**config.mk**
```make
export PLATFORM = sky130hd
export DESIGN_NAME = c5_adder_arbiter_flat
export DESIGN_NICKNAME = d
export VERILOG_FILES = /design/src/rtl/c5_adder_arbiter_if.sv /design/src/rtl/c5_adder_arbiter.sv /design/src/flat_wrapper.sv
export SDC_FILE = /design/constraint.sdc
export NUM_CORES = 1
export LEC_CHECK = 0
export ABC_CLOCK_PERIOD_IN_PS = 3800
export CAP_MARGIN = 20
export CORE_MARGIN = 2
export CORE_UTILIZATION = 44
export CTS_BUF_LIST = sky130_fd_sc_hd__clkbuf_16
export CTS_CLUSTER_DIAMETER = 30
export DETAILED_ROUTE_END_ITERATION = 8
export PLACE_DENSITY = 0.79
export SKIP_LAST_GASP = 1
export SLEW_MARGIN = 20
export SYNTH_ARGS = -nofsm -noshare
export SYNTH_HDL_FRONTEND = slang
export SYNTH_SLANG_ARGS = --single-unit
```
**constraint.sdc**
```tcl
create_clock -name I_clk -period 3.8 [get_ports I_clk]
set_input_delay 0.76 -clock I_clk [delete_from_list [all_inputs] [get_ports I_clk]]
set_output_delay 0.76 -clock I_clk [all_outputs]
set_load 0.02 [all_outputs]
```
**src/rtl/c5_adder_arbiter_if.sv**
```systemverilog
// c5_adder_arbiter_if: requester/consumer side bundle of the shared-adder arbiter.
// The master modport is the pipeline side (requesters plus result consumer).
// The slave modport is the arbiter.
interface c5_adder_arbiter_if #(
  parameter int WIDTH = 32,
  parameter int N_REQ = 2,
  parameter int ID_W  = 1
);
  logic [N_REQ-1:0]       I_req;
  logic [N_REQ*WIDTH-1:0] I_a_bus;
  logic [N_REQ*WIDTH-1:0] I_b_bus;
  logic [N_REQ-1:0]       I_do_add;
  logic [N_REQ-1:0]       O_ack;
  logic [WIDTH:0]         O_result;
  logic [ID_W-1:0]        O_id;
  logic                   O_valid;
  logic                   I_ready;

  modport master (
    output I_req, I_a_bus, I_b_bus, I_do_add, I_ready,
    input  O_ack, O_result, O_id, O_valid
  );

  modport slave (
    input  I_req, I_a_bus, I_b_bus, I_do_add, I_ready,
    output O_ack, O_result, O_id, O_valid
  );
endinterface

```
**src/rtl/c5_adder_arbiter.sv**
```systemverilog
// c5_adder_arbiter: shares one c5_adder between N_REQ requesters.
// Accepts one request per operation, latches its operands, and presents a
// registered result tagged with the requester index under valid/ready.
// Build option: define C5_ADDER_ARB_FIXED_PRIO_EN for fixed priority
// (lowest index wins, no round-robin pointer). Default is round-robin.

module c5_adder #(
  parameter int WIDTH = 32
) (
  input  logic [WIDTH-1:0] a,
  input  logic [WIDTH-1:0] b,
  input  logic             do_add,
  output logic [WIDTH:0]   sum
);
  // Add yields {carry,sum}; subtract wraps in WIDTH+1 bits so the top bit is the borrow.
  always_comb begin
    if (do_add) begin
      sum = {1'b0, a} + {1'b0, b};
    end else begin
      sum = {1'b0, a} - {1'b0, b};
    end
  end
endmodule

module c5_adder_arbiter #(
  parameter int WIDTH = 32,
  parameter int N_REQ = 2,
  parameter int ID_W  = 1
) (
  input logic               I_clk,
  input logic               I_reset,
  c5_adder_arbiter_if.slave bus
);
  typedef enum logic [1:0] {
    ST_IDLE = 2'd0,
    ST_EXEC = 2'd1,
    ST_DONE = 2'd2
  } state_t;

  state_t           state_r, next_state_s;
  logic [ID_W-1:0]  grant_s;
  logic             any_req_s;
  logic             accept_s;
  logic [N_REQ-1:0] ack_s;
  logic [WIDTH-1:0] sel_a_s, sel_b_s;
  logic             sel_add_s;
  logic [WIDTH-1:0] a_r, b_r;
  logic             add_r;
  logic [ID_W-1:0]  gid_r;
  logic [WIDTH:0]   sum_s;
  logic [WIDTH:0]   result_r;
  logic [ID_W-1:0]  id_r;
  logic             valid_r;
`ifndef C5_ADDER_ARB_FIXED_PRIO_EN
  logic [ID_W-1:0]  ptr_r;
`endif

  assign any_req_s = |bus.I_req;

  // Pick the winner: lowest requesting index, overridden by the lowest one at or above the RR pointer.
  always_comb begin
    grant_s = {ID_W{1'b0}};
    for (int i = N_REQ - 1; i >= 0; i--) begin
      if (bus.I_req[i]) begin
        grant_s = ID_W'(i);
      end else begin
        grant_s = grant_s;
      end
    end
`ifndef C5_ADDER_ARB_FIXED_PRIO_EN
    for (int i = N_REQ - 1; i >= 0; i--) begin
      if (bus.I_req[i] && (i >= int'(ptr_r))) begin
        grant_s = ID_W'(i);
      end else begin
        grant_s = grant_s;
      end
    end
`endif
  end

  // Route the granted requester's operands to the latch inputs.
  always_comb begin
    sel_a_s   = {WIDTH{1'b0}};
    sel_b_s   = {WIDTH{1'b0}};
    sel_add_s = 1'b0;
    for (int i = 0; i < N_REQ; i++) begin
      if (grant_s == ID_W'(i)) begin
        sel_a_s   = bus.I_a_bus[i*WIDTH +: WIDTH];
        sel_b_s   = bus.I_b_bus[i*WIDTH +: WIDTH];
        sel_add_s = bus.I_do_add[i];
      end else begin
        sel_a_s   = sel_a_s;
        sel_b_s   = sel_b_s;
        sel_add_s = sel_add_s;
      end
    end
  end

  // FSM state register.
  always_ff @(posedge I_clk) begin
    if (I_reset) begin
      state_r <= ST_IDLE;
    end else begin
      state_r <= next_state_s;
    end
  end

  // FSM next-state logic.
  always_comb begin
    next_state_s = state_r;
    case (state_r)
      ST_IDLE: next_state_s = accept_s ? ST_EXEC : ST_IDLE;
      ST_EXEC: next_state_s = ST_DONE;
      ST_DONE: begin
        if (bus.I_ready) begin
          next_state_s = accept_s ? ST_EXEC : ST_IDLE;
        end else begin
          next_state_s = ST_DONE;
        end
      end
      default: next_state_s = ST_IDLE;
    endcase
  end

  // FSM outputs: accept only in IDLE or when the held result is being taken; never in reset.
  always_comb begin
    accept_s = 1'b0;
    case (state_r)
      ST_IDLE: accept_s = any_req_s;
      ST_DONE: accept_s = any_req_s & bus.I_ready;
      default: accept_s = 1'b0;
    endcase
    if (I_reset) begin
      accept_s = 1'b0;
    end else begin
      accept_s = accept_s;
    end
    ack_s = {N_REQ{1'b0}};
    for (int i = 0; i < N_REQ; i++) begin
      ack_s[i] = accept_s & (grant_s == ID_W'(i));
    end
  end

  assign bus.O_ack = ack_s;

`ifndef C5_ADDER_ARB_FIXED_PRIO_EN
  // Round-robin pointer moves just past the last winner.
  always_ff @(posedge I_clk) begin
    if (I_reset) begin
      ptr_r <= {ID_W{1'b0}};
    end else if (accept_s) begin
      if (grant_s == ID_W'(N_REQ - 1)) begin
        ptr_r <= {ID_W{1'b0}};
      end else begin
        ptr_r <= grant_s + {{(ID_W-1){1'b0}}, 1'b1};
      end
    end else begin
      ptr_r <= ptr_r;
    end
  end
`endif

  // Operand latch: sampled only at ack so later requester changes are ignored.
  always_ff @(posedge I_clk) begin
    if (I_reset) begin
      a_r   <= {WIDTH{1'b0}};
      b_r   <= {WIDTH{1'b0}};
      add_r <= 1'b0;
      gid_r <= {ID_W{1'b0}};
    end else if (accept_s) begin
      a_r   <= sel_a_s;
      b_r   <= sel_b_s;
      add_r <= sel_add_s;
      gid_r <= grant_s;
    end else begin
      a_r   <= a_r;
      b_r   <= b_r;
      add_r <= add_r;
      gid_r <= gid_r;
    end
  end

  c5_adder #(.WIDTH(WIDTH)) u_adder (
    .a      (a_r),
    .b      (b_r),
    .do_add (add_r),
    .sum    (sum_s)
  );

  // Result register: capture in EXEC, hold through backpressure, drop valid when taken.
  always_ff @(posedge I_clk) begin
    if (I_reset) begin
      result_r <= {(WIDTH+1){1'b0}};
      id_r     <= {ID_W{1'b0}};
      valid_r  <= 1'b0;
    end else begin
      case (state_r)
        ST_EXEC: begin
          result_r <= sum_s;
          id_r     <= gid_r;
          valid_r  <= 1'b1;
        end
        ST_DONE: begin
          valid_r <= bus.I_ready ? 1'b0 : valid_r;
        end
        default: begin
          valid_r <= valid_r;
        end
      endcase
    end
  end

  assign bus.O_result = result_r;
  assign bus.O_id     = id_r;
  assign bus.O_valid  = valid_r;
endmodule

```
**src/flat_wrapper.sv**
```systemverilog
// flat-port wrapper written by rule: the top's interface ports become plain ports
module c5_adder_arbiter_flat 
#(
  parameter int WIDTH = 32,
  parameter int N_REQ = 2,
  parameter int ID_W  = 1
)
  (I_clk, I_reset, bus_I_req, bus_I_a_bus, bus_I_b_bus, bus_I_do_add, bus_I_ready, bus_O_ack, bus_O_result, bus_O_id, bus_O_valid);
  c5_adder_arbiter_if #(.WIDTH(WIDTH), .N_REQ(N_REQ), .ID_W(ID_W)) bus_i ();
  input logic I_clk;
  input logic I_reset;
  input wire logic [$bits(bus_i.I_req)-1:0] bus_I_req;
  input wire logic [$bits(bus_i.I_a_bus)-1:0] bus_I_a_bus;
  input wire logic [$bits(bus_i.I_b_bus)-1:0] bus_I_b_bus;
  input wire logic [$bits(bus_i.I_do_add)-1:0] bus_I_do_add;
  input wire logic [$bits(bus_i.I_ready)-1:0] bus_I_ready;
  output wire logic [$bits(bus_i.O_ack)-1:0] bus_O_ack;
  output wire logic [$bits(bus_i.O_result)-1:0] bus_O_result;
  output wire logic [$bits(bus_i.O_id)-1:0] bus_O_id;
  output wire logic [$bits(bus_i.O_valid)-1:0] bus_O_valid;
  assign bus_i.I_req = bus_I_req;
  assign bus_i.I_a_bus = bus_I_a_bus;
  assign bus_i.I_b_bus = bus_I_b_bus;
  assign bus_i.I_do_add = bus_I_do_add;
  assign bus_i.I_ready = bus_I_ready;
  assign bus_O_ack = bus_i.O_ack;
  assign bus_O_result = bus_i.O_result;
  assign bus_O_id = bus_i.O_id;
  assign bus_O_valid = bus_i.O_valid;
  c5_adder_arbiter #(.WIDTH(WIDTH), .N_REQ(N_REQ), .ID_W(ID_W)) u_core (.I_clk(I_clk), .I_reset(I_reset), .bus(bus_i));
endmodule
```
== Word-level counts from Yosys, hierarchy flattened ==
Index checks and enable logic that the tools add are counted.

* Bits of input ports: 135
* Output and inout bits: 37
* Flip-flop bits (word level): 104

* Equality and inequality tests: 3
* Multiplexer cells: 14
* Add/sub/neg operators: 3
* Reductions and logical operators: 5
* Order comparisons: 1
* Bitwise logic cells: 4

{| class="wikitable"
|+ Operators with widths
! operator !! number
|-
| $mux 32 || 2
|-
| $add 32x32->33 || 1
|-
| $mux 33 || 1
|-
| $sub 32x32->33 || 1
|-
| $mux 1 || 7
|-
| $pmux 2 s3 || 1
|-
| $pmux 1 s2 || 2
|-
| $and 1x1->1 || 3
|-
| $eq 2x1->1 const B || 1
|-
| $eq 2x2->1 const B || 1
|-
| $logic_not 2->1 || 1
|-
| $mux 2 || 1
|-
| $ne 2x2->1 const B || 1
|-
| $reduce_and 2->1 || 1
|-
| $reduce_bool 2->1 || 1
|-
| $reduce_or 2->1 || 1
|-
| $add 1x1->1 const B || 1
|-
| $ge 1x1->1 const A || 1
|-
| $logic_and 1x1->1 || 1
|-
| $not 1->1 || 1
|}

== Logic depth before layout (Yosys ltp) ==
Gate-level depths: netlist (run 1).

* Depth after elaboration: 7
* Gate-level depth with buffers: 16
* Mapped depth without buffers: 15

== Modules after synthesis ==
From an unflattened synthesis (run 1), not the netlist that was laid out.

* Cell total of the unflattened synthesis: 935
* Area total of the unflattened synthesis: 7332.0 um^2

{| class="wikitable"
|+ By module, submodules not included
! module !! times used !! area each (um^2) !! cells an instance
|-
| c5_adder_arbiter || 1 || 4838.4 || 568
|-
| c5_adder || 1 || 2493.6 || 367
|}

== Worst setup path after synthesis (run 1) ==
OpenSTA, ideal clock, no wires.

* Kind: reg2reg
* From: register u_core.b_r[0]
* To: register u_core.result_r[31] (netlist: u_core.bus.O_result[31])
* Clock period less this slack: 3.813 ns
* Slack: -0.013 ns
* Arrival time: 3.682 ns
* Cell stages (with the launch flop): 17
* Required time: 3.669 ns
* Path through: dfxtp_1 > inv_1 > ha_1 > or4b_2 > nor3_4 > nand2_2 > nor4_1 > nor2_1 > xor2_1 > ha_1 > clkbuf_1 > nand2_1 > nor3_1 > or3b_1 > a211oi_1 > or3_1 > o211ai_1

* Word-level cells in the longest chain between the ends: 2
* Elaborated cells between the ends (all ways): 3

{| class="wikitable"
|+ Ends and longest elaborated chain
! what !! RTL line !! source
|-
| from (decl) || c5_adder_arbiter.sv:47 || <nowiki>logic [WIDTH-1:0] a_r, b_r;</nowiki>
|-
| from (signal assigned) || c5_adder_arbiter.sv:167 || <nowiki>b_r <= {WIDTH{1'b0}};</nowiki>
|-
| from (signal assigned) || c5_adder_arbiter.sv:172 || <nowiki>b_r <= sel_b_s;</nowiki>
|-
| from (signal assigned) || c5_adder_arbiter.sv:177 || <nowiki>b_r <= b_r;</nowiki>
|-
| $sub 32x32->33 / $add 32x32->33 (equally long branches) || c5_adder_arbiter.sv:20, c5_adder_arbiter.sv:18 ||
|-
| $mux 33 (*) || c5_adder_arbiter.sv:17 || <nowiki>if (do_add) begin</nowiki>
|-
| to (signal assigned) || c5_adder_arbiter.sv:193 || <nowiki>result_r <= {(WIDTH+1){1'b0}};</nowiki>
|-
| to (signal assigned) || c5_adder_arbiter.sv:199 || <nowiki>result_r <= sum_s;</nowiki>
|-
| to (decl) || c5_adder_arbiter.sv:51 || <nowiki>logic [WIDTH:0] result_r;</nowiki>
|}

Every way passes the cells marked *; elsewhere a longest branch is shown, timed or not.
A chain may end at the register's enable or synchronous reset.

== Worst setup path in the final report (run 1) ==
* From: register u_core.b_r[7]
* To: register u_core.result_r[30] (netlist: u_core.bus.O_result[30])

Same word-level chain as after synthesis.

==> results.cfg, run 1 <==
[critical_path]
critical_path_required_ns = 4.05
startpoint_type = flop
cp-end-kind = flop
cp_max_fo = 6
reg2reg_to = u_core.bus.O_result[30]
reg2reg_slack_ns = 0.06
path_class = reg2reg
r2r_start = u_core.b_r[7]
crit_arrival_ns = 3.99
r2r_cells = 15

[final_layout]
diodes = 0
fillerInstances = 1365
nets = 1229
synthToLayoutAreaGrowth_pct = 40.0
seqCellArea_um2 = 2080
finalNonFillerCells = 1274
drive_gt1_share_pct = 13.0
multi_input_area_um2 = 4710

[worst_hold_path]
hold_class = reg2reg
hold_start = u_core.bus.O_result[14]
whs_endpoint = u_core.bus.O_result[14]
min_path_cells = 2

[cts]
cts_tree = built
clockRootBuffer = clkbuf_16
htree_levels = 3
cts_buffer_depth = 2
clk_pin_slew_ns = 0.07
clock_latency_ns = 0.36
cts-hold-fix-buffers = 0
cts.sinks = 104
cts_buffers = 9

[die]
row_count = 45
ios = 172
die_height_um = 130
dieArea_um2 = 16800
initial_core_util_pct = 45.3
dieWidth_um = 130
core_um2 = 15300

[synthesis]
ys_types = 64
synthTopCellsByArea = dfxtp_1 30%, mux2i_1 9.8%, a211oi_1 7.7%, ha_1 6.1%, nor2_1 6.1%
ys.flop_type = dfxtp_1
synth_most_common_cell = nor2_1
async_flop_share_pct = 0
yosysWarningCount = 0
synth_top_area_share_pct = 30.0
yosysTopAreaCell = dfxtp_1
yosys-top-cells-count = 113 x nor2_1, 104 x dfxtp_1, 71 x a211oi_1
synth_nets = 1026
synth_edf_count = 0
ys_seq_area_share_pct = 30.0
ys_ff_latch = 104
syn-cell-area_um2 = 6940
synthCells = 856
synth.avg_cell_area_um2 = 8.11

[power]
finalPower_uw = 4710
ir_worst_vdd_mv = 0.248
power_density_nw_per_um2 = 484
leakage_uw = 0.00409

[drt]
drtIter0Drc = 422
viasPerCell = 5.54
avgRoutedWirePerCell_um = 16.0
num_vias = 7062
drt_drc_violations_left = 0
totalWireLength_mm = 20.3
drt-pass1-iter-count = 5
detail-route-antenna-nets = 0

[timing]
hold_viol_final = 0
slew_violations = 0
period_minus_slack_ns = 3.74
worst_pin_slew_ns = 0.921
post-route-period-util_pct = 98.5
setup_viol = 0
hold_slack_ns = 0.454
fmax_ghz = 0.267
rsz0062_at_grt = yes
clock_skew_ns = 0.00900
slew-limit-headroom_pct = 38.6

[outcome]
status = finished, final reports clean

[grt]
overflow = 0
grt_pass1_wl_mm = 33.0
grt_pass1_vias = 6648
antenna_found_initial = 0
grt_max_degree = 87
grtUsageTotal_pct = 24.6

[placed_design]
place_inst = 1246
gp_congestion = 0.932
hpwl_mm = 15.8
io_buffers = 171

[job]
drv_cap = 0
[report_power, final]
group	switching (uW)	internal (uW)
clock network	421	500
registers	114	1240
logic	1290	1140
total	1830	2880
[what timing repair did]
item / 4_1_cts / 5_1_grt
pin swaps: 4 / 21
endpoints found under the hold margin: 0 / 0
cloned: 0 / 0
setup endpoints to repair: 4 / 10
setup buffers: 5 / 8
gates resized for setup: 4 / 31
[layout by cell type, fill, tap and decap left out, types with 7 or more instances in the layout]
master / count
xnor2_1: 15
nand4_1: 15
a211oi_1: 70
xor2_1: 26
ha_1: 30
inv_1: 15
a21o_1: 16
nor2_1: 113
a31oi_1: 7
clkbuf_16: 9
o21ai_0: 27
clkdlybuf4s50_1: 170
or4_1: 7
nand3_1: 19
nor4_1: 8
a21oi_2: 8
nand2_1: 58
buf_4: 77
nor3_1: 14
dfxtp_1: 103
a21oi_1: 53
mux2i_1: 68
or3_1: 8
o211ai_1: 10
[critical path, stage by stage (launching register included)]
cell      delay, ns
dfxtp_1        0.31
or4_4          0.56
buf_6          0.14
nor3_4         0.27
nand2_2        0.15
nor3_4         0.23
buf_6          0.13
a21oi_2        0.05
xnor2_1        0.17
ha_2           0.34
inv_1          0.11
o21bai_1       0.09
a21oi_1        0.25
o21ai_1        0.14
or4_1          0.44
a32o_1         0.27
[state kept, by name, summed over array words and instances, names as in the netlist]
name	flops
u_core.add_r	1
u_core.bus.O_id	1
u_core.bus.O_result	33
u_core.state_r	2
u_core.b_r	32
u_core.bus.O_valid	1
u_core.ptr_r	1
u_core.gid_r	1
u_core.a_r	32
[layer usage]
metal  global-route usage, %  vias to the layer above  wire length, um
li1                        -                     3584                -
met3                    2.60                       34             1070
met1                    35.3                     3215             9750
met4                    8.67                        0              487
met2                    38.2                      229             9040
met5                       0                        -                0
[layout make-up]
cell class | instances | share of cell area (%)
Multi-Input combinational cell | 678 | 48.5
Tap cell | 211 | 2.72
Clock buffer | 9 | 2.32
Inverter | 15 | 0.579
Clock inverter | 6 | 0.553
Sequential cell | 104 | 21.4
Timing Repair Buffer | 251 | 23.9
[worst max-delay path by stage]
stage	startpoint	to	slack, ns	cells past startpoint
after CTS	u_core.b_r[5]	u_core.bus.O_result[25]	0.14	14
after floorplan	u_core.b_r[0]	u_core.bus.O_result[25]	0.03	16
after global routing	u_core.b_r[7]	u_core.bus.O_result[29]	-0.02	16
after detailed placement	u_core.b_r[0]	u_core.bus.O_result[30]	-0.03	14
after global placement	u_core.b_r[0]	u_core.bus.O_result[25]	0.08	15
final	u_core.b_r[7]	u_core.bus.O_result[30]	0.06	15
[stage by stage]
step / utilization [%] / TNS [ns] / cell area (um^2) / setup WS [ns]
6_report: 63.5 / 0 / 9720 / 0.0583
5_1_grt: 63.5 / -0.0386 / 9720 / -0.0221
4_1_cts: 62.4 / 0 / 9560 / 0.143
3_5_place_dp: 60.2 / -0.0836 / 9230 / -0.0310
3_3_place_gp: 60.2 / 0 / 9230 / 0.0790
2_1_floorplan: - / 0 / 6950 / 0.0259
[kinds of logic (layout without fill, tap and decap cells)]
family                     Yosys count  in the layout  share of synthesized area (%)
and+or+nand+nor                    278            278                           19.4
buffers and inverters               74            281                           4.07
adders and majority gates           35             35                           6.41
DFF                                104            104                           30.0
AOI/OAI and AO/OA                  255            255                           25.0
xor gates and xnor gates            41             41                           5.17
muxes                               69             69                           9.96
No activity file was read; power rests on OpenSTA's default activity.
==> run 2, diff against run 1 <==
CELL_PAD_IN_SITES_DETAIL_PLACEMENT = 1   (was unset)
CELL_PAD_IN_SITES_GLOBAL_PLACEMENT = 1   (was unset)
CORE_UTILIZATION = 33   (was 44)
PLACE_DENSITY = 0.81   (was 0.79)
==> results.cfg, run 2 (synthesized netlist as in run 1, its figures left out) <==
[critical_path]
critPathMaxStageDelay_ns = 0.55
startpoint_type = flop
critical_path_required_ns = 4.04
cp_cell_sequence = or4_4 -> nor4b_4 -> and2b_4 -> and2_1 -> nor2_1 -> xor2_1 -> ha_4 -> nand2_1 -> buf_4 -> o21ai_0 -> a211oi_2 -> o21ai_1 -> or3_1 -> a32o_1
crit_arrival_ns = 4.00
cp-end-kind = flop
reg2reg_slack_ns = 0.04
path_class = reg2reg
cp_max_fo = 6
cp_slowest_cell = or4_4

[power]
finalPower_uw = 4810
power_density_nw_per_um2 = 495
leakage_uw = 0.00402
ir_worst_vdd_mv = 0.203

[timing]
fmax_ghz = 0.266
post-route-period-util_pct = 98.9
slew-limit-headroom_pct = 51.5
rsz0062_at_grt = yes
worst_pin_slew_ns = 0.727
setup_tns_ns = 0
clock_skew_ns = 0.00818
layout_setup_ws_ns = 0.0418
setup_viol = 0
hold_viol_final = 0
hold_slack_ns = 0.455
period_minus_slack_ns = 3.76
slew_violations = 0

[cts]
clock_latency_ns = 0.36
cts.sinks = 104
clockRootBuffer = clkbuf_16
cts_buffer_depth = 2
htree_levels = 3
clk_pin_slew_ns = 0.07
cts_buffers = 9
cts_tree = built

[die]
initial_core_util_pct = 33.3
dieWidth_um = 149
ios = 172
die_height_um = 149
core_um2 = 20800
row_count = 53
dieArea_um2 = 22200

[placed_design]
gp_congestion = 1.01
place_ws_ns = -0.125
io_buffers = 171
hpwl_mm = 19.0
dpl_cell_area_um2 = 9260

[drt]
num_vias = 7117
viasPerCell = 5.38
totalWireLength_mm = 23.9
avgRoutedWirePerCell_um = 18.1
drtIter0Drc = 361
drt_drc_violations_left = 0
detail-route-antenna-nets = 0
drt-pass1-iter-count = 4

[final_layout]
final_common_cell = clkdlybuf4s50_1
largest_reg_flops = 33
nets = 1214
design_area_um2 = 9720
drive_gt1_share_pct = 11.6
final_cell_mix = 170 x clkdlybuf4s50_1, 112 x nor2_1, 104 x dfxtp_1, 69 x a211oi_1, 68 x mux2i_1
diodes = 0
synthToLayoutAreaGrowth_pct = 39.9

[job]
drv_cap = 0

[grt]
antenna_found_initial = 0
grt_max_degree = 79
overflow = 0
grt_pass1_wl_mm = 38.2
grtUsageTotal_pct = 21.5
grt_pass1_vias = 7198

[outcome]
status = finished, final reports clean

[worst_hold_path]
hold_class = reg2reg
-- run 2: worst paths after layout --
kind / from / to / cells after the start
setup / recovery: u_core.b_r[7] / u_core.bus.O_result[25] / 14
hold / removal: u_core.bus.O_result[3] / u_core.bus.O_result[3] / 2
setup reg to reg: u_core.b_r[7] / u_core.bus.O_result[25] / 14
hold reg to reg: u_core.bus.O_result[3] / u_core.bus.O_result[3] / 2
-- run 2: final cells by class --
cell class,instances,area (um^2)
clock inverter,7,85.1
sequential,104,2080
timing repair buffer,236,2210
tap,275,344
inverter,15,56.3
multi-input combinational,678,4720
clock buffer,9,225
fill,2480,11100
-- run 2: what timing repair did --
action,4_1_cts,5_1_grt
setup endpoints to repair,15,13
cloned,0,0
pin swaps,4,9
hold buffers,0,0
gates resized for setup,13,13
setup buffers,1,4
-- run 2: critical path: cells and delay by family (launching register included) --
kind                       cells  cell delay, ns
AOI/OAI and AO/OA              4            0.81
adders and majority gates      1            0.27
DFF                            1            0.36
and+or+nand+nor                7            1.83
buffers and inverters          1            0.14
xor gates and xnor gates       1            0.23
-- run 2: per-layer routing --
layer	up-vias	GRT usage, %	share of wire, %	wire length, um
met2	141	35.6	47	11300
met4	0	5.38	1.5	363
met3	21	2.87	3.3	796
met5	-	0	0	0
met1	3411	29.6	48	11500
li1	3544	-	-	-
-- run 2: power by group --
group          switching [uW]  leakage, uW  internal (uW)
sequential                121     0.000861           1240
clock                     431     0.000156            573
combinational            1350      0.00300           1090
total                    1900      0.00402           2910
-- run 2: through the flow --
| step | std cells | util (%) |
|---|---|---|
| after floorplan | 856 | - |
| after global placement | 1303 | 44.4 |
| after detailed placement | 1303 | 44.4 |
| after CTS | 1320 | 46.2 |
| after global routing | 1324 | 46.7 |
| final | 1324 | 46.7 |
==> run 3, diff against run 2 <==
GPL_TIMING_DRIVEN = 0   (was unset)
==> results.cfg, run 3 (synthesized netlist as in run 1, its figures left out) <==
[outcome]
status = finished, violations left
violations = negative setup slack

[critical_path]
startpoint_type = flop
critPathMaxStageDelay_ns = 0.55
crit_arrival_ns = 4.09
cp-end-kind = flop
cp_slowest_cell = or4_4
cp_cell_sequence = or4_4 -> nor4b_4 -> and2b_4 -> and2_4 -> nor2_1 -> xor2_2 -> ha_4 -> nand2_4 -> or3_4 -> a221o_1 -> a41oi_2 -> o21ai_2 -> a32o_1
critical_path_required_ns = 4.05
cp_max_fo = 5
path_class = reg2reg

[timing]
slew_violations = 0
worst_pin_slew_ns = 0.948
clock_skew_ns = 0.00629
period_minus_slack_ns = 3.84
post-route-period-util_pct = 101
rsz0062_at_grt = yes
layout_setup_ws_ns = -0.0384
hold_viol_final = 0
slew-limit-headroom_pct = 36.8
setup_viol = 3
fmax_ghz = 0.261

[final_layout]
final_common_cell = clkdlybuf4s50_1
nets = 1237
largest_reg_flops = 33
final_cell_mix = 169 x clkdlybuf4s50_1, 111 x nor2_1, 101 x dfxtp_1, 68 x mux2i_1, 68 x a211oi_1
synthToLayoutAreaGrowth_pct = 45.1
diodes = 0
design_area_um2 = 10100
drive_gt1_share_pct = 14.9
fillerInstances = 2458

[cts]
cts_buffer_depth = 2
cts_tree = built
cts.sinks = 104
clockRootBuffer = clkbuf_16
clock_latency_ns = 0.36
cts-hold-fix-buffers = 0
clk_pin_slew_ns = 0.07
htree_levels = 3
cts_buffers = 9

[drt]
drt_drc_violations_left = 0
drt-pass1-iter-count = 5
viasPerCell = 5.67
avgRoutedWirePerCell_um = 20.2
num_vias = 7626
totalWireLength_mm = 27.1
detail-route-antenna-nets = 0
drtIter0Drc = 499

[placed_design]
dpl_cell_area_um2 = 8990
place_ws_ns = -0.996
io_buffers = 170
gp_congestion = 0.921
hpwl_mm = 20.0

[power]
power_density_nw_per_um2 = 493
finalPower_uw = 4960
ir_worst_vdd_mv = 0.196
leakage_uw = 0.00405

[grt]
grtUsageTotal_pct = 23.3
antenna_found_initial = 0
overflow = 0
top_usage_layer = met2
grt_max_degree = 20
use_met2_pct = 38.2
met3_usage_pct = 3.12
grt_pass1_wl_mm = 40.6
grt_util_met1_pct = 30.9
grt_pass1_vias = 7507

[die]
dieArea_um2 = 22200
die_height_um = 149
core_um2 = 20800
dieWidth_um = 149
ios = 172
initial_core_util_pct = 33.3
row_count = 53

[job]
drv_cap = 0

[worst_hold_path]
hold_class = reg2reg
## run 3: cell types whose count changed in the layout (fill, tap and decap cells not counted), moves of 4 or more
cell	change
clkbuf_1	+35
buf_4	-19
a21oi_1	-14
ha_1	-12
a21oi_2	+10
ha_4	+10
o21ai_2	+5
a21oi_4	+4
## run 3: layout make-up
| class | instances | area, um^2 | share of cell area, % |
|---|---|---|---|
| inverters | 15 | 56.3 | 0.559 |
| multi-input cells | 678 | 5080 | 50.4 |
| repair buffers | 213 | 2030 | 20.1 |
| plain buffers | 46 | 196 | 1.95 |
| flip-flops and latches | 104 | 2090 | 20.8 |
| well taps | 275 | 344 | 3.41 |
| clock inverters | 6 | 53.8 | 0.534 |
| clock buffers | 9 | 225 | 2.23 |
## run 3: per-layer routing
metal / part of all wire [%] / up-vias
li1: - / 3603
met1: 43 / 3662
met5: 0 / -
met3: 5.4 / 64
met2: 48 / 297
met4: 3.1 / 0
## run 3: final timing paths
| path | depth (start not counted) | end | from | slack, ns |
|---|---|---|---|---|
| worst min register to register | 2 | u_core.bus.O_result[4] | u_core.bus.O_result[4] | 0.46 |
| worst max-delay path | 13 | u_core.bus.O_result[25] | u_core.b_r[6] | -0.04 |
| worst max register to register | 13 | u_core.bus.O_result[25] | u_core.b_r[6] | -0.04 |
| worst min-delay path | 2 | u_core.bus.O_result[4] | u_core.bus.O_result[4] | 0.46 |
## run 3: where the power goes
| part | leakage (uW) | switching, uW | total [uW] | internal, uW |
|---|---|---|---|---|
| combinational | 0.00304 | 1510 | 2670 | 1170 |
| clock | 0.000143 | 414 | 914 | 499 |
| sequential | 0.000863 | 132 | 1380 | 1240 |
| total | 0.00405 | 2050 | 4960 | 2910 |
## run 3: worst max-delay path, delay by kind of cell (launching register included)
kind                     cells  cell delay [ns]
AND/OR/NAND/NOR              7             1.89
AO/OA/AOI/OAI                4             0.92
adder cells (fa/ha/maj)      1             0.36
flip-flops                   1             0.35
XOR/XNOR                     1             0.20
## run 3: per-stage QoR
| stage | utilization, % | instances | setup TNS [ns] | hold WS [ns] |
|---|---|---|---|---|
| after detailed placement | 43.2 | 1301 | -6.52 | 0.449 |
| final | 48.4 | 1346 | -0.0429 | 0.457 |
| after global placement | 43.2 | 1301 | -5.23 | 0.441 |
| after floorplan | - | 856 | 0 | 0.432 |
| after CTS | 46.1 | 1322 | 0 | 0.458 |
| after global routing | 48.4 | 1346 | -0.522 | 0.478 |
## run 3: repair_timing
item,4_1_cts,5_1_grt
setup buffers,17,26
cloned,0,0
pin swaps,29,34
resized for setup,62,64
endpoints found under the setup margin,22,16
